File: config.mk
export PLATFORM = sky130hd
export DESIGN_NAME = axis_lane_adder_flat
export DESIGN_NICKNAME = d
export VERILOG_FILES = /design/src/rtl/axis_lane_adder_pkg.sv /design/src/rtl/axis_lane_adder_if.sv /design/src/rtl/axis_lane_adder_lane.sv /design/src/rtl/axis_lane_adder.sv /design/src/flat_wrapper.sv
export SDC_FILE = /design/constraint.sdc
export NUM_CORES = 1
export LEC_CHECK = 0
export BUFFER_PORTS_ARGS = -buffer_cell sky130_fd_sc_hd__clkbuf_2
export CAP_MARGIN = 20
export CORE_UTILIZATION = 48
export DETAILED_ROUTE_END_ITERATION = 16
export PLACE_DENSITY = 0.78
export SLEW_MARGIN = 20
export SYNTH_ARGS = -nofsm -noshare
export SYNTH_HDL_FRONTEND = slang
export SYNTH_HIERARCHICAL = 1
export SYNTH_SLANG_ARGS = --single-unit
File: constraint.sdc
create_clock -name clk -period 1.8 [get_ports clk]
set_clock_uncertainty 0.05 [all_clocks]
set_input_delay 0.18 -clock clk [delete_from_list [all_inputs] [get_ports clk]]
set_output_delay 0.18 -clock clk [all_outputs]
set_load 0.02 [all_outputs]
File: src/rtl/axis_lane_adder_pkg.sv
// Package axis_adder_pkg: shared constants and width helpers for the
// multi-lane AXI4-Stream adder.
//   MODE_PAIR / MODE_ACC : values for the MODE parameter
//   in_w()  : input tdata width  = lanes*2*width
//   out_w() : output tdata width = lanes*res_width
package axis_adder_pkg;

  localparam int unsigned MODE_PAIR = 0;
  localparam int unsigned MODE_ACC  = 1;

  function automatic int unsigned in_w(input int unsigned lanes, input int unsigned width);
    return lanes * 2 * width;
  endfunction

  function automatic int unsigned out_w(input int unsigned lanes, input int unsigned res_width);
    return lanes * res_width;
  endfunction

endpackage

File: src/rtl/axis_lane_adder_if.sv
// AXI4-Stream bundle used for both sides of axis_lane_adder.
//   tdata  [DATA_W]  payload
//   tvalid / tready  handshake (transfer when both high)
//   tlast            end of frame
//   tuser  [USER_W]  sideband
// Modports: master drives payload/valid and samples ready; slave the reverse.
interface axis_lane_adder_if #(
  parameter int unsigned DATA_W = 8,
  parameter int unsigned USER_W = 1
);

  logic [DATA_W-1:0] tdata;
  logic              tvalid;
  logic              tready;
  logic              tlast;
  logic [USER_W-1:0] tuser;

  modport master (output tdata, output tvalid, output tlast, output tuser, input tready);
  modport slave  (input tdata, input tvalid, input tlast, input tuser, output tready);

endinterface

File: src/rtl/axis_lane_adder_lane.sv
// axis_adder_lane: one lane of the stream adder.
//   clk, rst   clock, synchronous active-high reset
//   accept_i   input beat accepted this cycle (accumulator update enable)
//   last_i     tlast of the accepted beat (restarts the running sum)
//   a_i, b_i   operands
//   res_o      combinational lane result, registered by the parent stage
//   clamp_o    result was clamped this cycle
// MODE_PAIR: res = a + b. MODE_ACC: res = acc + a + b, acc restarts after tlast.
// Macro AXIS_ADDER_SATURATE_EN: MODE_ACC sums clamp at all-ones instead of wrapping.
module axis_adder_lane
  import axis_adder_pkg::*;
#(
  parameter int unsigned WIDTH     = 8,
  parameter int unsigned RES_WIDTH = 9,
  parameter int unsigned MODE      = MODE_PAIR
) (
  input  logic                 clk,
  input  logic                 rst,
  input  logic                 accept_i,
  input  logic                 last_i,
  input  logic [WIDTH-1:0]     a_i,
  input  logic [WIDTH-1:0]     b_i,
  output logic [RES_WIDTH-1:0] res_o,
  output logic                 clamp_o
);

  logic [RES_WIDTH-1:0] acc_q;
  logic [RES_WIDTH-1:0] acc_d;
  logic [RES_WIDTH-1:0] acc_sel;

  assign acc_sel = (MODE == MODE_ACC) ? acc_q : '0;

`ifdef AXIS_ADDER_SATURATE_EN
  localparam int unsigned SUM_W = RES_WIDTH + 1;
  // One extra bit is enough: acc <= 2^R-1 and a+b <= 2^(W+1)-2 <= 2^R-2.
  logic [RES_WIDTH:0] wide_sum;

  always_comb begin
    wide_sum = {1'b0, acc_sel} + SUM_W'(a_i) + SUM_W'(b_i);
    clamp_o  = (MODE == MODE_ACC) && wide_sum[RES_WIDTH];
    res_o    = clamp_o ? '1 : wide_sum[RES_WIDTH-1:0];
  end
`else
  always_comb begin
    res_o   = acc_sel + RES_WIDTH'(a_i) + RES_WIDTH'(b_i);
    clamp_o = 1'b0;
  end
`endif

  // Only accepted beats move the accumulator, so output stalls never re-add.
  always_comb begin
    acc_d = acc_q;
    if (accept_i) begin
      acc_d = last_i ? '0 : res_o;
    end
  end

  always_ff @(posedge clk) begin
    if (rst) begin
      acc_q <= '0;
    end else begin
      acc_q <= acc_d;
    end
  end

endmodule

File: src/rtl/axis_lane_adder.sv
// axis_lane_adder: multi-lane AXI4-Stream adder, two register stages
// (S1 = add result, S2 = output register), 2-cycle latency, 1 beat/cycle.
// Ports:
//   clk, rst            clock, synchronous active-high reset
//   s_axis  (slave)     LANES operand pairs per beat, lane i A=[2iW +: W], B=[(2i+1)W +: W]
//   m_axis  (master)    LANES sums per beat, lane i at [i*RES_WIDTH +: RES_WIDTH]
//   status_beat_count   output beats transferred (wraps at 2^32)
//   status_saturated    sticky clamp flag, only live with AXIS_ADDER_SATURATE_EN
// Parameters: LANES, WIDTH, RES_WIDTH (>= WIDTH+1), MODE (MODE_PAIR/MODE_ACC), USER_WIDTH.
// Macro AXIS_ADDER_SATURATE_EN: MODE_ACC sums clamp instead of wrapping.
module axis_lane_adder
  import axis_adder_pkg::*;
#(
  parameter int unsigned LANES      = 4,
  parameter int unsigned WIDTH      = 8,
  parameter int unsigned RES_WIDTH  = 9,
  parameter int unsigned MODE       = MODE_PAIR,
  parameter int unsigned USER_WIDTH = 1
) (
  input  logic        clk,
  input  logic        rst,
  axis_lane_adder_if.slave  s_axis,
  axis_lane_adder_if.master m_axis,
  output logic [31:0] status_beat_count,
  output logic        status_saturated
);

  localparam int unsigned OUT_W = out_w(LANES, RES_WIDTH);

  logic                  s1_valid_q;
  logic [OUT_W-1:0]      s1_data_q;
  logic                  s1_last_q;
  logic [USER_WIDTH-1:0] s1_user_q;
  logic [OUT_W-1:0]      s1_data_d;

  logic                  m_valid_q;
  logic [OUT_W-1:0]      m_data_q;
  logic                  m_last_q;
  logic [USER_WIDTH-1:0] m_user_q;

  logic [31:0]           count_q;
  logic                  sat_q;
  logic [LANES-1:0]      lane_clamp;

  logic                  s1_advance;
  logic                  accept;

  // S1 moves into S2 when S2 is empty or S2 is draining this cycle.
  assign s1_advance    = s1_valid_q && (!m_valid_q || m_axis.tready);
  assign s_axis.tready = !rst && (!s1_valid_q || s1_advance);
  assign accept        = s_axis.tvalid && s_axis.tready;

  for (genvar i = 0; i < LANES; i++) begin : g_lane
    axis_adder_lane #(
      .WIDTH     (WIDTH),
      .RES_WIDTH (RES_WIDTH),
      .MODE      (MODE)
    ) u_lane (
      .clk      (clk),
      .rst      (rst),
      .accept_i (accept),
      .last_i   (s_axis.tlast),
      .a_i      (s_axis.tdata[2*i*WIDTH +: WIDTH]),
      .b_i      (s_axis.tdata[(2*i+1)*WIDTH +: WIDTH]),
      .res_o    (s1_data_d[i*RES_WIDTH +: RES_WIDTH]),
      .clamp_o  (lane_clamp[i])
    );
  end

  always_ff @(posedge clk) begin
    if (rst) begin
      s1_valid_q <= 1'b0;
      s1_data_q  <= '0;
      s1_last_q  <= 1'b0;
      s1_user_q  <= '0;
    end else if (accept) begin
      s1_valid_q <= 1'b1;
      s1_data_q  <= s1_data_d;
      s1_last_q  <= s_axis.tlast;
      s1_user_q  <= s_axis.tuser;
    end else if (s1_advance) begin
      s1_valid_q <= 1'b0;
    end
  end

  // Payload only reloads on s1_advance, so it holds while stalled.
  always_ff @(posedge clk) begin
    if (rst) begin
      m_valid_q <= 1'b0;
      m_data_q  <= '0;
      m_last_q  <= 1'b0;
      m_user_q  <= '0;
    end else if (s1_advance) begin
      m_valid_q <= 1'b1;
      m_data_q  <= s1_data_q;
      m_last_q  <= s1_last_q;
      m_user_q  <= s1_user_q;
    end else if (m_axis.tready) begin
      m_valid_q <= 1'b0;
    end
  end

  always_ff @(posedge clk) begin
    if (rst) begin
      count_q <= '0;
    end else if (m_valid_q && m_axis.tready) begin
      count_q <= count_q + 32'd1;
    end
  end

  // Lane clamp outputs are constant 0 unless saturation is compiled in,
  // so this flag stays 0 in the default build.
  always_ff @(posedge clk) begin
    if (rst) begin
      sat_q <= 1'b0;
    end else if (accept && (|lane_clamp)) begin
      sat_q <= 1'b1;
    end
  end

  assign m_axis.tvalid     = m_valid_q;
  assign m_axis.tdata      = m_data_q;
  assign m_axis.tlast      = m_last_q;
  assign m_axis.tuser      = m_user_q;
  assign status_beat_count = count_q;

`ifdef AXIS_ADDER_SATURATE_EN
  assign status_saturated = sat_q;
`else
  assign status_saturated = sat_q;
`endif

endmodule

File: src/flat_wrapper.sv
// flat-port wrapper written by rule: the top's interface ports become plain ports
module axis_lane_adder_flat import axis_adder_pkg::*;
#(
  parameter int unsigned LANES      = 4,
  parameter int unsigned WIDTH      = 8,
  parameter int unsigned RES_WIDTH  = 9,
  parameter int unsigned MODE       = MODE_PAIR,
  parameter int unsigned USER_WIDTH = 1
)
  (clk, rst, status_beat_count, status_saturated, s_axis_tdata, s_axis_tvalid, s_axis_tlast, s_axis_tuser, s_axis_tready, m_axis_tdata, m_axis_tvalid, m_axis_tlast, m_axis_tuser, m_axis_tready);
  axis_lane_adder_if #(.DATA_W((LANES * 2 * WIDTH)), .USER_W(USER_WIDTH)) s_axis_i ();
  axis_lane_adder_if #(.DATA_W((LANES * RES_WIDTH)), .USER_W(USER_WIDTH)) m_axis_i ();
  input  logic clk;
  input  logic rst;
  output logic [31:0] status_beat_count;
  output logic status_saturated;
  input wire logic [$bits(s_axis_i.tdata)-1:0] s_axis_tdata;
  input wire logic [$bits(s_axis_i.tvalid)-1:0] s_axis_tvalid;
  input wire logic [$bits(s_axis_i.tlast)-1:0] s_axis_tlast;
  input wire logic [$bits(s_axis_i.tuser)-1:0] s_axis_tuser;
  output wire logic [$bits(s_axis_i.tready)-1:0] s_axis_tready;
  output wire logic [$bits(m_axis_i.tdata)-1:0] m_axis_tdata;
  output wire logic [$bits(m_axis_i.tvalid)-1:0] m_axis_tvalid;
  output wire logic [$bits(m_axis_i.tlast)-1:0] m_axis_tlast;
  output wire logic [$bits(m_axis_i.tuser)-1:0] m_axis_tuser;
  input wire logic [$bits(m_axis_i.tready)-1:0] m_axis_tready;
  assign s_axis_i.tdata = s_axis_tdata;
  assign s_axis_i.tvalid = s_axis_tvalid;
  assign s_axis_i.tlast = s_axis_tlast;
  assign s_axis_i.tuser = s_axis_tuser;
  assign s_axis_tready = s_axis_i.tready;
  assign m_axis_tdata = m_axis_i.tdata;
  assign m_axis_tvalid = m_axis_i.tvalid;
  assign m_axis_tlast = m_axis_i.tlast;
  assign m_axis_tuser = m_axis_i.tuser;
  assign m_axis_i.tready = m_axis_tready;
  axis_lane_adder #(.LANES(LANES), .WIDTH(WIDTH), .RES_WIDTH(RES_WIDTH), .MODE(MODE), .USER_WIDTH(USER_WIDTH)) u_core (.clk(clk), .rst(rst), .s_axis(s_axis_i), .m_axis(m_axis_i), .status_beat_count(status_beat_count), .status_saturated(status_saturated));
endmodule
Word-level counts from Yosys, hierarchy flattened
Index checks and enable logic that the tools add are counted.

Register bits after elaboration: 110. Output and inout bits: 73. Word-level logic and storage cells: 29.

Reduce and logical (&&, ||, !) cells: 11. Multiplexer cells: 4. Add/sub/neg operators: 5.

Operators with widths (count): adder 8 x 8 -> 9 bit (4); adder 32 x 1 -> 32 bit (second input constant) (1); logical AND 1 bit (4); 2-to-1 mux 1 bit (4); nonzero test 2 bit (2); zero test 1 bit (3); logical OR 1 bit (2).

Logic depth before layout (Yosys ltp)
Gate-level depths: netlist of run 1.

Depth after elaboration: 7. Gate-level depth with buffers: 8. Mapped depth without buffers: 8.

Hierarchy
Netlist of run 1, hierarchy kept.

By module, submodules not included: axis_lane_adder (instances 1, area each 4220.3 µm², cells an instance 510, sequential area each 2222.1 µm²); axis_adder_lane (u_core.g_lane[0].u_lane ...) (instances 3, area each 335.3 µm², cells an instance 44, sequential area each 0.0 µm²); axis_adder_lane (u_core.g_lane[2].u_lane) (instances 1, area each 376.6 µm², cells an instance 45, sequential area each 0.0 µm²).

Least setup slack after synthesis of run 1
OpenSTA, ideal clock, no wires.

Kind: reg2reg. Start: register u_core.count_q[0], in the netlist u_core/status_beat_count[0]. End: register u_core.count_q[30], in the netlist u_core/status_beat_count[30]. Library setup time: 0.128 ns. Stages on the path, launching flop included: 7. Setup slack: -0.236 ns. Arrival: 1.859 ns. Required time: 1.622 ns. Cells stage by stage: dfxtp_1 > ha_1 > nand3_1 > or4_4 > nor4_1 > xnor2_1 > nor2_1.

Cells in the longest elaborated chain, start to end: 1.

RTL lines: start, declared (line axis_lane_adder.sv:41) `logic [31:0] count_q;`; start signal, assigned (line axis_lane_adder.sv:107) `count_q <= count_q + 32'd1;`; adder 32 x 1 -> 32 bit (line axis_lane_adder.sv:107).

Every way passes these cells. A chain may end at the register's enable or synchronous reset.

Worst setup path in the final report of run 1
Start: register u_core.count_q[23], in the netlist u_core/status_beat_count[23]. End: register u_core.count_q[31], in the netlist u_core/status_beat_count[31].

The elaborated chain is that of the path after synthesis.

==> results of run 1 <==
tightest hold or removal path, stage by stage:
cell and delay (ps):
clkbuf_2 90, a21oi_1 40, nor2_1 70
cells by family after synthesis:
kind of cell	after synthesis
compound gates	96
xor+xnor	46
buf+inv	51
fa+ha+maj	37
mux	5
other cells	4
flops	111
simple gates	337
metrics by stage:
stage	power (µW)	cell area (µm²)	utilization (%)	setup WS, ps
global placement	3580	6710	58.7	22.8
finish	5460	7090	62.1	-37.2
detailed placement	3590	6710	58.7	-35.6
global route	5730	7090	62.1	-107
CTS	5520	7040	61.6	-33.5
floorplan	3330	5680	-	-2.57
final cells by class:
type                    instances  share of cell area, %
repair buffers                183                   14.6
multi-input cells             525                   45.9
clock inverters                 6                  0.688
clock buffers                  10                   3.37
flip-flops and latches        111                   32.0
inverters                      16                  0.847
well taps                     143                   2.52
layout by cell type, fill, tap and decap left out, types with 3 or more instances in the layout:
cell type / instances
xnor2_1: 20
or3_4: 3
buf_4: 39
clkbuf_16: 9
a21o_1: 8
nand4_1: 12
dfxtp_2: 8
and3_1: 5
a311o_1: 7
mux2i_1: 5
a21oi_1: 59
conb_1: 4
clkbuf_2: 141
ha_1: 32
nor2_1: 46
nor3_1: 11
o21ai_0: 6
inv_2: 3
fa_1: 4
xor2_1: 26
inv_6: 3
nor2b_1: 8
nand3_1: 19
nand2_1: 170
a221oi_1: 3
nand3b_1: 38
inv_1: 13
a2111oi_0: 3
o21bai_1: 4
a21oi_2: 3
dfxtp_4: 10
dfxtp_1: 93
nor4_1: 4
layer usage:
metal / wire, µm / share of wire [%] / vias to the layer above / GRT usage (%)
li1: - / - / 2656 / -
met1: 5680 / 45 / 2340 / 24.0
met2: 6110 / 48 / 126 / 37.5
met3: 781 / 6.2 / 10 / 5.94
met4: 127 / 1.0 / 0 / 6.19
met5: 0 / 0 / - / 0
final timing paths:
| path | slack, ps | depth (start not counted) | startpoint | endpoint |
|---|---|---|---|---|
| setup reg to reg | -40 | 5 | u_core/status_beat_count[23] | u_core/status_beat_count[31] |
| hold reg to reg | 400 | 2 | u_core/s1_data_q[0] | u_core/m_axis.tdata[0] |
| hold / removal | 20 | 3 | s_axis_tvalid | u_core/s1_valid_q |
| setup / recovery | -40 | 5 | u_core/status_beat_count[23] | u_core/status_beat_count[31] |
power groups by stage:
stage               clock network [µW]  logic [µW]  registers, µW
CTS                               1970         901           2640
floorplan                            0         600           2730
finish                            1920         898           2640
global route                      2050        1020           2660
global placement                     0         879           2700
detailed placement                   0         892           2700
what timing repair did:
action / in CTS / in global routing
endpoints found under the setup margin: 1 / 5
setup buffers: 3 / 1
pin swaps: 5 / 7
hold buffers: 2 / 0
endpoints found under the hold margin: 2 / 0
gates resized for setup: 0 / 9
==> metrics list, run 1 <==
* Number of input and output port buffers inserted: 142
* Cell at the slowest stage of the critical path: or3_4
* CTS Root Cell: clkbuf_16
* Final hold violations: 0
- Number of cells in the design after placement: 972
* Placed wire-length estimate: 9120 µm
* Sort of element at the end of the critical path: flip-flop
- The most used flip-flop cell after synthesis is dfxtp_1.
- In this run the mean area of a mapped cell was slightly above 8 µm².
- The longest clock path from root to sink contains 2 buffers.
* Cell chain of the critical path: nand4_1 > or3_4 > or3_4 > or3_4 > a21oi_2
- The tool flagged a number of max-cap violations equal to 0.
* Nature of the critical path startpoint: flip-flop
* Reg clk slew, reported paths: 70 ps
- By area, the combinational part of the netlist is dominated by simple AND/OR/NAND/NOR gates.
- Fraction of layout cells with a size suffix above 1: 28.3%
- Area fraction in and, or, nand and nor cells after synthesis: 28.6%
- Across all hold checks on the routed design, the worst slack comes to 15.9 ps.
* Fraction of the mapped netlist area in adder cells: 8.80%
- Number of violations reported at the end of detailed-routing iteration 0: 276
- The cell area that synthesis handed to floorplanning was 5600 µm².
* Worst path arrival time: between 2000 and 2500 ps
- Per report_power, the combinational group accounts for about 16% of the total.
- Total grt overflow: 0
- Maximum operating frequency: between 500 and 600 MHz
- Counting every instance in the synthesized netlist gives 687.
* Area of the multi-input gates: 3260 µm²
- Initial cell density of the core: 49.1%
* Part of the power in the clock network: about a third
- Final critical-path required period: between 1500 and 2000 ps
- Summing the areas of all xor and xnor instances in the mapped netlist gives 7.19% of the synthesized area.
- Antenna violations before repair: 0
* Delay contributed by the slowest stage of the critical path: 410 ps
- The die covers 12100 µm².
- Of the post-synthesis cell area, the part taken by muxes is 0.893%.
- The core region is 11400 µm².
- Detailed Routing Iterations Pass 1: 4
* Final total negative setup slack: -37.2 ps
* Worst IR Drop VDD: approximately 0.69 mV
- Crit path kind: reg2reg
* Unrepaired setup endpoints after global routing: yes
- For this design the top-level I/O count stands at 143.
* Fraction of power spent switching nets: between 20% and 30%
- Cell area power density: 770 nW/µm²
* Leading post-synthesis cells by cell area: dfxtp_1 40%, nand2_1 11%, ha_1 7.4%, a21oi_1 5.4%, nand3b_1 5.1%
* Type of the tightest min-delay check: in2reg
- CTS tree: built
- Fill cell instance count of the final layout: 1011
- Detailed routing inserted a total of 5132 vias.
- Across all setup checks in the final design, the least slack found is -37.2 ps.
- Row cnt: 39
- Failing checks: negative setup slack
* Cell type with the highest occurrence count on the critical path: or3_4
* Total inserted antenna cells: 0
* Final number of max-transition violations: 0
- The internal power of the cells totals 3960 µW.
- Number of global-route vias before repair: about 4600
- For this run, the number of Yosys warnings is 6.
- At the end of routability-driven placement, the weighted congestion stood at between 0.8 and 0.9.
* Residual DRC: 0
- Entering global routing, the biggest net connects 112 pins.
- Largest area contributor in the netlist: dfxtp_1
- The kind of cell with the highest combined delay along the critical path is simple AND/OR/NAND/NOR gates.
- Switching component of the power: 1500 µW
- In this run, CTS created clock tree buffers numbering 9.
- In this run the worst path has a maximum fanout of 3.
- Nets in the synthesized netlist: 794
- Setup violations remaining at the end of the flow were counted as 1.
- In this run the horizontal extent of the chip is 110 µm.
* Floorplan die height: around 110 µm
- Final standard cell count with taps included and fillers excluded: 994
- Sequential cell area fraction in the yosys report: 39.7%
- After detailed routing, the number of vias per cell comes to 5.16.
- For this run, the post-layout net count is 953.
- Flop pwr share: between 40% and 50%
- Summing the areas of all compound-gate instances in the mapped netlist gives 10.9% of the synthesized area.
* Clock insertion delay at the later pin of the skew report: 350 ps
- Buffers & Inverters on Critical Path: 0
- Number of sinks on the clock net: 111
- Summed over all cells, the static leakage comes to 0.00326 µW.
- Summed over all layers, the routed wires come to between 10000 and 15000 µm.
- Counting flops with a built-in enable in the synthesized netlist gives 0.
- The clock tree synthesis step divided the H-tree into 3 levels.
- The commonest cells after synthesis are 170 x nand2_1, 111 x dfxtp_1, 60 x a21oi_1.
- In the finished design, the share of the clock period the worst path needs comes to 102%.
- Post-synth ARST share: 0%
- Synthesis inferred between 100 and 150 register bits.
- The first global-routing pass estimated 20000 µm of wire.
- The top cell type by area accounts for 39.7% of the synthesized area.
- In the final routed layout, each cell accounts on average for roughly 13 µm.
- The flow ran to the end, but the final reports show violations.
- At the worst endpoint, the required time is 2040 ps.
- Overall Global Routing Usage: 20.9%
- Area Overhead vs Synth: 26.6%
- In the final layout, flip-flops and latches occupy 2270 µm².
- Final antenna-violating net count: 0
* Distinct cell type count of the synthesized netlist: 43
* Most frequent cell after synthesis: nand2_1
No activity file was read; power rests on OpenSTA's default activity.
==> run 2: changes to the inputs <==
--- a/config.mk
+++ b/config.mk
@@ -7,6 +7,7 @@
 export LEC_CHECK = 0
 export BUFFER_PORTS_ARGS = -buffer_cell sky130_fd_sc_hd__clkbuf_2
 export CAP_MARGIN = 20
+export CORE_ASPECT_RATIO = 1.2
 export CORE_UTILIZATION = 48
 export DETAILED_ROUTE_END_ITERATION = 16
 export PLACE_DENSITY = 0.78
==> constraint.sdc (replaced) <==
create_clock -name clk -period 1.6 [get_ports clk]
set_clock_uncertainty 0.05 [all_clocks]
set_input_delay 0.16 -clock clk [delete_from_list [all_inputs] [get_ports clk]]
set_output_delay 0.16 -clock clk [all_outputs]
set_load 0.02 [all_outputs]
==> run 2 against run 1 <==
Against the previous run: the flow still finishes with violations (negative setup slack); sequential power up 13%; flip-flop and latch count unchanged; register-to-register slack worse by 98 ps; wire length rose by 10%; largest power group unchanged; worst hold slack gained 60 ps.
==> metrics list, run 2 (same netlist as run 1, synthesis figures left out) <==
- Number of global-route vias before repair: 5162
- Tcrit/Tclk final: 108%
* Placed wire-length estimate: 10400 µm
* CTS tree: built
- In the global route stage, met1 resource usage came out at 26.1%.
- The flow ran to the end, but the final reports show violations.
- LEAKAGE: between 0.003 and 0.004 µW
* Number of violations reported at the end of detailed-routing iteration 0: 183
- Switching component of the power: 1660 µW
- For this run, the number of standard cells in the final layout without fillers is around 1000.
- At the end of routability-driven placement, the weighted congestion stood at 0.917.
- Clock buffers created by TritonCTS: 9
- In this run, the clock network consumes around a third of the power.
- Net switching is 26.6% of the power.
- Cell area power density: 838 nW/µm²
- Via-to-Cell Ratio: 5.27
- By startpoint and endpoint, the worst setup path is classified as reg2reg.
* Nature of the critical path startpoint: flip-flop
- The floorplan has 42 rows.
- Leaving out fill and tap cells, the most frequent cell in the layout is nand2_1.
* Number of cells in the design after placement: between 1000 and 1500
* Worst IR Drop VDD: 0.526 mV
- The floorplan step defined a die boundary enclosing 12100 µm².
* M2 GR Usage: 42.1%
* Most used routing layer: met2
- The checks that failed: negative setup slack.
- Area of the core: roughly 11000 µm²
- Of all nets on the critical path, the largest fanout is 3.
- After layout, the design draws a total of between 6000 and 7000 µW.
* Transition time of the tightest slew-check pin: 629 ps
* Worst max-slew margin expressed relative to the limit: 58.1%
* Detailed Routing Iterations Pass 1: 5
* Antenna violations before repair: 0
- Nets: ~990
- Unrepaired setup endpoints after global routing: yes
- The number of antenna diodes in the final layout is 0.
* Residual DRC: 0
* Area Overhead vs Synth: 33.0%
* Total grt overflow: 0
- Setup violations remaining at the end of the flow were counted as 7.
- Cell area after placement: between 7000 and 8000 µm²
- Reg clk slew, reported paths: 70 ps
* Met3 Track Usage GR: about 3.9%
* Overall Global Routing Usage: 23.1%
- The library cells used most frequently in the layout, excluding fill and tap cells, are 170 x nand2_1, 141 x clkbuf_2, 88 x dfxtp_1.
- Once routing completed, OpenROAD measured the worst setup slack at -135 ps.
- Final hold violations: 0
* I/O pin count: approximately 140
- Entering global routing, the biggest net connects 68 pins.
* Final number of max-transition violations: 0
* Total routed wirelength: 14000 µm
- Once the floorplan was initialized, standard cells occupied 50.1% of the core.
* Bufs on Longest Clock Path: 2
- Post-route cell area: 7450 µm²
- Max-cap violations in this run came to 0.
- Fraction of layout cells with a size suffix above 1: 31.4%
* First-pass GRT wire length: 22400 µm
- The H-tree generated during clock tree synthesis spans 3 levels.
- After detailed routing, the average wire length per cell comes to 13.5 µm.
* Die X-Extent: 101 µm
* Worst path arrival time: 1960 ps
- Finished Core Util: 66.6%
- The count of buffers added on input and output ports is 142.
- Sort of element at the end of the critical path: flip-flop
* Data required time at the worst endpoint: 1820 ps
- Worst hold slack: 75.7 ps
- From bottom edge to top edge, the die measures 120 µm.
* Final antenna-violating net count: 0
- Per report_power, the combinational group accounts for 17.3% of the total.
* Number of sinks on the clock net: between 100 and 150
* Fill cell instance count of the final layout: around 960
- The clock reaches the later pin of the worst-skew pair after roughly 340 ps.
- Per report_power, the sequential group accounts for 47.7% of the total.
* CTS Root Cell: clkbuf_16
- Maximum operating frequency: 576 MHz
- The path class of the tightest hold or removal check is in2reg.
* Final critical-path required period: between 1500 and 2000 ps
- The internal power of the cells totals 4590 µW.
- Via count: 5472
run 2: routing by layer:
layer / vias up / part of all wire, %
li1: 2710 / -
met1: 2592 / 42
met2: 147 / 51
met3: 23 / 4.6
met4: 0 / 2.2
met5: - / 0
run 2: cell type report:
type	instances	area, µm²	area share, %
Timing Repair Buffer	216	1310	17.6
Clock inverter	6	61.3	0.823
Multi-Input combinational cell	525	3320	44.6
Clock buffer	10	229	3.07
Tap cell	154	193	2.59
Sequential cell	111	2280	30.5
Inverter	16	60.1	0.806
run 2: power by group through the flow:
| stage | clock network (µW) | registers (µW) | logic, µW |
|---|---|---|---|
| 3_5_place_dp | 0 | 3040 | 1070 |
| 3_3_place_gp | 0 | 3030 | 1020 |
| 2_1_floorplan | 0 | 3070 | 678 |
| 6_report | 2190 | 2980 | 1080 |
| 4_1_cts | 2240 | 2980 | 1080 |
| 5_1_grt | 2340 | 3000 | 1200 |
run 2: repair_timing:
action / in CTS / in global routing
resized for setup: 14 / 6
endpoints found under the hold margin: 3 / 0
pin swaps: 13 / 8
setup endpoints to repair: 18 / 19
gates cloned: 1 / 0
hold buffers: 3 / 0
setup buffers: 1 / 1
run 2: final timing paths:
path                                              startpoint  slack (ps)  depth (start not counted)                      endpoint
worst max-delay path            u_core/status_beat_count[23]        -130                          5  u_core/status_beat_count[31]
worst min-delay path                         s_axis_tdata[8]          80                          4           u_core/s1_data_q[0]
worst max register to register  u_core/status_beat_count[23]        -130                          5  u_core/status_beat_count[31]
worst min register to register        u_core/m_axis.tdata[1]         400                          2        u_core/m_axis.tdata[1]
run 2: metrics by stage:
| stage | worst slack, ps | setup TNS, ps |
|---|---|---|
| floorplan | -189 | -688 |
| global placement | -116 | -741 |
| global route | -224 | -1360 |
| CTS | -175 | -619 |
| detailed placement | -167 | -1740 |
| finish | -135 | -688 |
run 2: worst max-delay path, stage by stage (launching register included):
cell and delay [ps]:
dfxtp_4 340, nand4_1 140, or3_4 400, or3_1 320, or3_1 310, a21oi_1 110
